`config.mk`:
```
export PLATFORM = sky130hd
export DESIGN_NAME = ahb_trace_monitor
export DESIGN_NICKNAME = d
export VERILOG_FILES = /design/src/rtl/ahb_trace_monitor.sv
export SDC_FILE = /design/constraint.sdc
export NUM_CORES = 1
export LEC_CHECK = 0
export BUFFER_PORTS_ARGS = -buffer_cell sky130_fd_sc_hd__buf_4
export CORE_UTILIZATION = 50
export DETAILED_ROUTE_END_ITERATION = 16
export PLACE_DENSITY = 0.67
export SLEW_MARGIN = 5
export SYNTH_ARGS = -nofsm -noshare
export SYNTH_HDL_FRONTEND = slang
export SYNTH_SLANG_ARGS = --single-unit
```
`constraint.sdc`:
```
create_clock -name HCLK -period 26.3 [get_ports HCLK]
set_input_delay 2.63 -clock HCLK [delete_from_list [all_inputs] [get_ports HCLK]]
set_output_delay 2.63 -clock HCLK [all_outputs]
set_load 0.02 [all_outputs]
```
`src/rtl/ahb_trace_monitor.sv`:
```
// Passive AHB-Lite transfer monitor. It rebuilds completed transfers from the bus pins and queues them in a FIFO for the testbench to drain.
// Optional address filter is enabled by the macro AHB_TRACE_FILTER_EN.
module ahb_trace_monitor #(
    parameter int PA_BITS = 32,
    parameter int AHBW    = 64,
    parameter int DEPTH   = 16
) (
    input  logic                 HCLK,
    input  logic                 HRESETn,
    input  logic [PA_BITS-1:0]   HADDR,
    input  logic                 HWRITE,
    input  logic [2:0]           HSIZE,
    input  logic [1:0]           HTRANS,
    input  logic [AHBW/8-1:0]    HWSTRB,
    input  logic [AHBW-1:0]      HWDATA,
    input  logic [AHBW-1:0]      HRDATA,
    input  logic                 HREADY,
    input  logic                 HRESP,
`ifdef AHB_TRACE_FILTER_EN
    input  logic [PA_BITS-1:0]   FiltBase,
    input  logic [PA_BITS-1:0]   FiltMask,
`endif
    output logic                 TrValid,
    input  logic                 TrReady,
    output logic [PA_BITS-1:0]   TrAddr,
    output logic [AHBW-1:0]      TrData,
    output logic [AHBW/8-1:0]    TrStrb,
    output logic                 TrWrite,
    output logic [2:0]           TrSize,
    output logic                 TrErr,
    output logic [31:0]          TrCount,
    output logic [15:0]          TrDropCount,
    output logic                 TrOverflow
);
    localparam int AW = $clog2(DEPTH);
    localparam int PW = AW + 1;

    typedef enum logic {S_IDLE, S_DATA} state_t;

    state_t               state;
    logic [PA_BITS-1:0]   pend_addr;
    logic                 pend_write;
    logic [2:0]           pend_size;

    logic [PA_BITS-1:0]   mem_addr  [DEPTH];
    logic [AHBW-1:0]      mem_data  [DEPTH];
    logic [AHBW/8-1:0]    mem_strb  [DEPTH];
    logic                 mem_write [DEPTH];
    logic [2:0]           mem_size  [DEPTH];
    logic                 mem_err   [DEPTH];

    logic [PW-1:0]        wr_ptr;
    logic [PW-1:0]        rd_ptr;
    logic [AW-1:0]        wr_idx;
    logic [AW-1:0]        rd_idx;

    logic capture, complete, eligible, full, empty, pop, push, drop;
    logic unused_trans;

    assign unused_trans = HTRANS[0];

    assign capture  = HTRANS[1] && HREADY;
    assign complete = (state == S_DATA) && HREADY;

`ifdef AHB_TRACE_FILTER_EN
    assign eligible = ((pend_addr & FiltMask) == (FiltBase & FiltMask));
`else
    assign eligible = 1'b1;
`endif

    assign wr_idx = wr_ptr[AW-1:0];
    assign rd_idx = rd_ptr[AW-1:0];
    assign empty  = (wr_ptr == rd_ptr);
    assign full   = (wr_ptr[AW] != rd_ptr[AW]) && (wr_idx == rd_idx);

    assign TrValid = !empty;
    assign pop     = TrValid && TrReady;
    // A full FIFO still accepts a record when the head leaves on the same edge.
    assign push    = complete && eligible && (!full || pop);
    assign drop    = complete && eligible && !push;

    always_ff @(posedge HCLK) begin
        if (!HRESETn) begin
            state       <= S_IDLE;
            pend_addr   <= '0;
            pend_write  <= 1'b0;
            pend_size   <= '0;
            wr_ptr      <= '0;
            rd_ptr      <= '0;
            TrCount     <= '0;
            TrDropCount <= '0;
            TrOverflow  <= 1'b0;
        end else begin
            if (capture) begin
                state      <= S_DATA;
                pend_addr  <= HADDR;
                pend_write <= HWRITE;
                pend_size  <= HSIZE;
            end else if (complete) begin
                state <= S_IDLE;
            end
            if (complete) begin
                TrCount <= TrCount + 32'd1;
            end
            if (push) begin
                wr_ptr <= wr_ptr + PW'(1);
            end
            if (pop) begin
                rd_ptr <= rd_ptr + PW'(1);
            end
            if (drop) begin
                TrOverflow <= 1'b1;
                if (TrDropCount != 16'hFFFF) begin
                    TrDropCount <= TrDropCount + 16'd1;
                end
            end
        end
    end

    // Storage needs no reset: the head outputs are masked while the FIFO is empty.
    always_ff @(posedge HCLK) begin
        if (push) begin
            mem_addr[wr_idx]  <= pend_addr;
            mem_data[wr_idx]  <= pend_write ? HWDATA : HRDATA;
            mem_strb[wr_idx]  <= pend_write ? HWSTRB : '0;
            mem_write[wr_idx] <= pend_write;
            mem_size[wr_idx]  <= pend_size;
            mem_err[wr_idx]   <= HRESP;
        end
    end

    assign TrAddr  = TrValid ? mem_addr[rd_idx]  : '0;
    assign TrData  = TrValid ? mem_data[rd_idx]  : '0;
    assign TrStrb  = TrValid ? mem_strb[rd_idx]  : '0;
    assign TrWrite = TrValid ? mem_write[rd_idx] : 1'b0;
    assign TrSize  = TrValid ? mem_size[rd_idx]  : '0;
    assign TrErr   = TrValid ? mem_err[rd_idx]   : 1'b0;
endmodule

```
# Yosys cells after proc, flatten, opt, wreduce, memory -nomap -nowiden
# Memories as Yosys holds them, arrays and structs flattened. A register that Yosys moved wholly into a read port is not among the register bits.
# Index checks and enable logic that the tools add are counted.
# totals
ff_bits,96
ram_bits,1744
output_inout_bits,159
memories,6
# classes
n_addsub,4
n_eq_ne,4
muxes,24
n_reduce_logical,12
# memory_table
name,words,word_bits,rd,rd_clocked_by_memory_dff,wr,line,text
mem_data,16,64,1,1,1,46,logic [AHBW-1:0] mem_data [DEPTH];
mem_addr,16,32,1,1,1,45,logic [PA_BITS-1:0] mem_addr [DEPTH];
mem_strb,16,8,1,1,1,47,logic [AHBW/8-1:0] mem_strb [DEPTH];
mem_size,16,3,1,1,1,49,logic [2:0] mem_size [DEPTH];
mem_err,16,1,1,1,1,50,logic mem_err [DEPTH];
mem_write,16,1,1,1,1,48,logic mem_write [DEPTH];
# ops
op,n
$mux 64,2
$mux 4,12
$add 32x1->32 const B,1
$mux 32,1
$add 16x1->16 const B,1
$mux 8,2
$ne 16x16->1 const B,1
$add 5x1->5 const B,2
$logic_and 1x1->1,6
$mux 1,6
$eq 5x5->1,1
$eq 4x4->1,1
$logic_not 1->1,3
$mux 3,1
$reduce_and 2->1,1
$reduce_bool 2->1,1
$logic_or 1x1->1,1
$ne 1x1->1,1

# Longest topological paths before layout
# logic_depth
depth_word,8
ltp_mapped,7
depth_no_buf,6

# Least setup slack after synthesis
# OpenSTA, ideal clock, no wires.
# synth_timing
path_type,input to register
start,input port HREADY
end,memory mem_addr[15][0] (enable)
setup_time_ps,743
arrival_time_ps,10834
required_ps,25557
setup_slack_ps,14723
path_stages,2
path_cell_list,nand2_1 -> a211oi_1
# synth_via
elab_chain_cells,4
# synth_rtl
item,line,text
start: declaration,17,"input logic HREADY,"
$logic_and 1x1->1,63,assign complete = (state == S_DATA) && HREADY;
$logic_and 1x1->1,79,assign push = complete && eligible && (!full || pop);
$mux 1,122,if (push) begin
$mux 1 (not written as such),123,mem_addr[wr_idx] <= pend_addr;
end: declaration,45,
# Every way passes these cells.

==> flow_summary.json <==
{
  "outcome": "finished, final reports clean",
  "path_max_fanout": 49,
  "fp.dieW_microns": 376.5,
  "finalMaxSlewViolations": 0,
  "area_growth_pct": 15.33,
  "async_flop_share_pct": 0,
  "cellLeakagePower_nw": 25.35,
  "firstDrtPassIters": 5,
  "coreArea_sq_um": 139400,
  "cts_root_buffer": "clkbuf_16",
  "power_density_nw_per_um2": 75.45,
  "final_util_pct": 58.02,
  "clock_sinks": 1844,
  "worstHoldPathType": "reg2reg",
  "cts-resized-gates": 0,
  "dr_total_vias": 34360,
  "vdd.ir_drop.worst_v": 0.00005673,
  "syn_inst": 3262,
  "grt_use_met3_pct": 4.600,
  "clk_transition_reported_paths_ns": 0.06,
  "start_util_pct": 50.31,
  "grt.met2_usage_pct": 36.32,
  "synth_warnings": 0,
  "synth_cell_type_count": 44,
  "rows": 137,
  "synth_area_sq_um": 70110,
  "max_freq_mhz": 109.1,
  "gr-usage-all-layers_pct": 22.93,
  "synth_fp_nets": 3448,
  "port_buffers": 336,
  "grt_pass1_vias": 35060,
  "setup_viol": 0,
  "seq_area_frac_synth_pct": 77.55,
  "finalHoldViolations": 0,
  "drc_errors": 0,
  "layoutNonFillerInstCount": 5687,
  "worst_pin_slew_ns": 1.265,
  "crit_type": "reg2out",
  "finClkSkew_ns": 0.02598,
  "first_iter_violations": 3502,
  "cp-start-kind": "flip-flop",
  "endpoint_kind": "output pin",
  "placedCellCount": 5346,
  "period_needed_ns": 9.168,
  "drive_gt1_share_pct": 31.29,
  "cts_tree": "built",
  "busiest_layer": "met2",
  "use_met1_pct": 33.10,
  "gp_congestion": 0.7289,
  "ant_nets": 0,
  "arrival_ns": 6.54,
  "die_h_microns": 376.5,
  "grt-ovfl-total": 0,
  "fin_nets": 3840,
  "cts_max_level": 4,
  "avgSynthCellArea_sq_um": 21.49,
  "dp_hpwl_mm": 76.77,
  "cts_hold_buf": 0,
  "ys_seq_elements": 1844,
  "r2r-start": "wr_ptr[2]",
  "grt_pass1_wl_mm": 233.9,
  "drt-vias-per-instance": 6.041,
  "ioPinCount": 338,
  "synth_edf_count": 1744,
  "cts_buffers": 182,
  "dieArea_sq_um": 141700,
  "fin_crit_sh_pct": 34.86,
  "hp-start": "TrOverflow",
  "clk_path_buf_depth": 3,
  "worst_ep_required_time_ns": 23.67,
  "grt_max_degree": 112,
  "routed_wl_mm": 161.2,
  "clock_latency_ns": 0.82,
  "max_slew_margin_pct": 15.48,
  "synth-main-ff-cell": "edfxtp_1",
  "antenna_found_initial": 7,
  "rsz0062_at_grt": "no",
  "post_cts_buffers": 0,
  "max_cap_viol_count": 0,
  "routedWlPerCell_microns": 28.34,
  "final.setup.tns_ns": 0
}
## critical path, cell delays in order (launching register included)
cell	delay, ns
dfxtp_4	0.81
buf_4	0.84
buf_4	0.92
buf_4	0.86
buf_4	0.89
mux4_2	0.61
a22oi_1	0.21
a21oi_1	0.19
buf_4	0.25
## cells in the final DEF, fill, tap and decap left out, types with 21 or more instances in the layout
| cell | count |
|---|---|
| edfxtp_1 | 1744 |
| mux4_2 | 436 |
| buf_4 | 387 |
| a22oi_1 | 218 |
| clkbuf_16 | 183 |
| a21oi_1 | 169 |
| nand2_1 | 102 |
| dfxtp_1 | 97 |
| mux2_2 | 64 |
| clkbuf_1 | 41 |
| nor2_1 | 39 |
| clkinv_1 | 35 |
| clkinv_2 | 29 |
| nand3_1 | 21 |
## cell families (layout without fill, tap and decap cells)
family / after synthesis / in the layout / synth area share, %
other cells: 0 / 2 / 0
flops: 1844 / 1844 / 77.55
mux: 507 / 507 / 15.13
simple gates: 265 / 265 / 1.835
xor+xnor: 36 / 36 / 0.4711
fa+ha+maj: 7 / 7 / 0.1249
compound gates: 409 / 409 / 3.728
buf+inv: 194 / 741 / 1.155
## final timing paths
kind / end / slack, ns / cells after the start
max: TrData[45] / 17.13 / 8
min: TrOverflow / 0.48 / 2
max reg2reg: mem_strb[6][0] / 21.63 / 7
min reg2reg: TrOverflow / 0.48 / 2
## where the power goes
| group | total, W | internal [W] | switching [W] | leakage (nW) |
|---|---|---|---|---|
| Clock | 0.00258 | 0.00148 | 0.00110 | 2.86 |
| Combinational | 0.000281 | 0.000124 | 0.000157 | 5.80 |
| Sequential | 0.00324 | 0.00322 | 0.0000166 | 16.7 |
## through the flow
stage	setup WS, ns	hold WS [ns]	total power [W]	cell area, sq um
3_5_place_dp	17.71	0.4782	0.003590	74900
5_1_grt	16.42	0.5174	0.006272	80860
2_1_floorplan	14.72	0.4713	0.003482	70110
3_3_place_gp	17.74	0.4615	0.003585	74900
6_report	17.13	0.4822	0.006101	80860
4_1_cts	16.81	0.4866	0.006147	80860
## Yosys cell counts, types with 18 or more instances
library cell     n  area share, %
xnor2_1         18           0.22
nand2_1        103           0.55
a22oi_1        218            2.3
mux2_2          64            1.0
buf_2           56           0.40
nand4_1         19           0.17
nor2_1          52           0.28
dfxtp_1        100            2.9
a21oi_1        169            1.2
edfxtp_1      1744             75
clkbuf_1       123           0.66
nand3_1         21           0.15
mux4_2         436             14
## layer usage
layer | up-vias | routed length [microns]
met5 | - | 40
met2 | 1288 | 77520
met4 | 6 | 2777
met3 | 209 | 11940
met1 | 18350 | 68910
li1 | 14510 | -
## final cells by class
type	count	area (sq um)
Fill cell	10100	58500
Multi-Input combinational cell	1224	15080
Inverter	7	27.53
Tap cell	1876	2347
Antenna cell	2	5.005
Timing Repair Buffer	395	3065
Clock inverter	113	1191
Clock buffer	226	4761
Sequential cell	1844	54380
## flip-flops by register name, indices dropped and copies added (netlist names), named ones only
register     count
pend_size        3
mem_data      1024
mem_addr       512
pend_write       1
state            1
rd_ptr           5
mem_strb       128
mem_write       16
wr_ptr           5
pend_addr       32
mem_size        48
TrCount         32
TrDropCount     16
TrOverflow       1
mem_err         16
(Power assumes the default switching activity.)
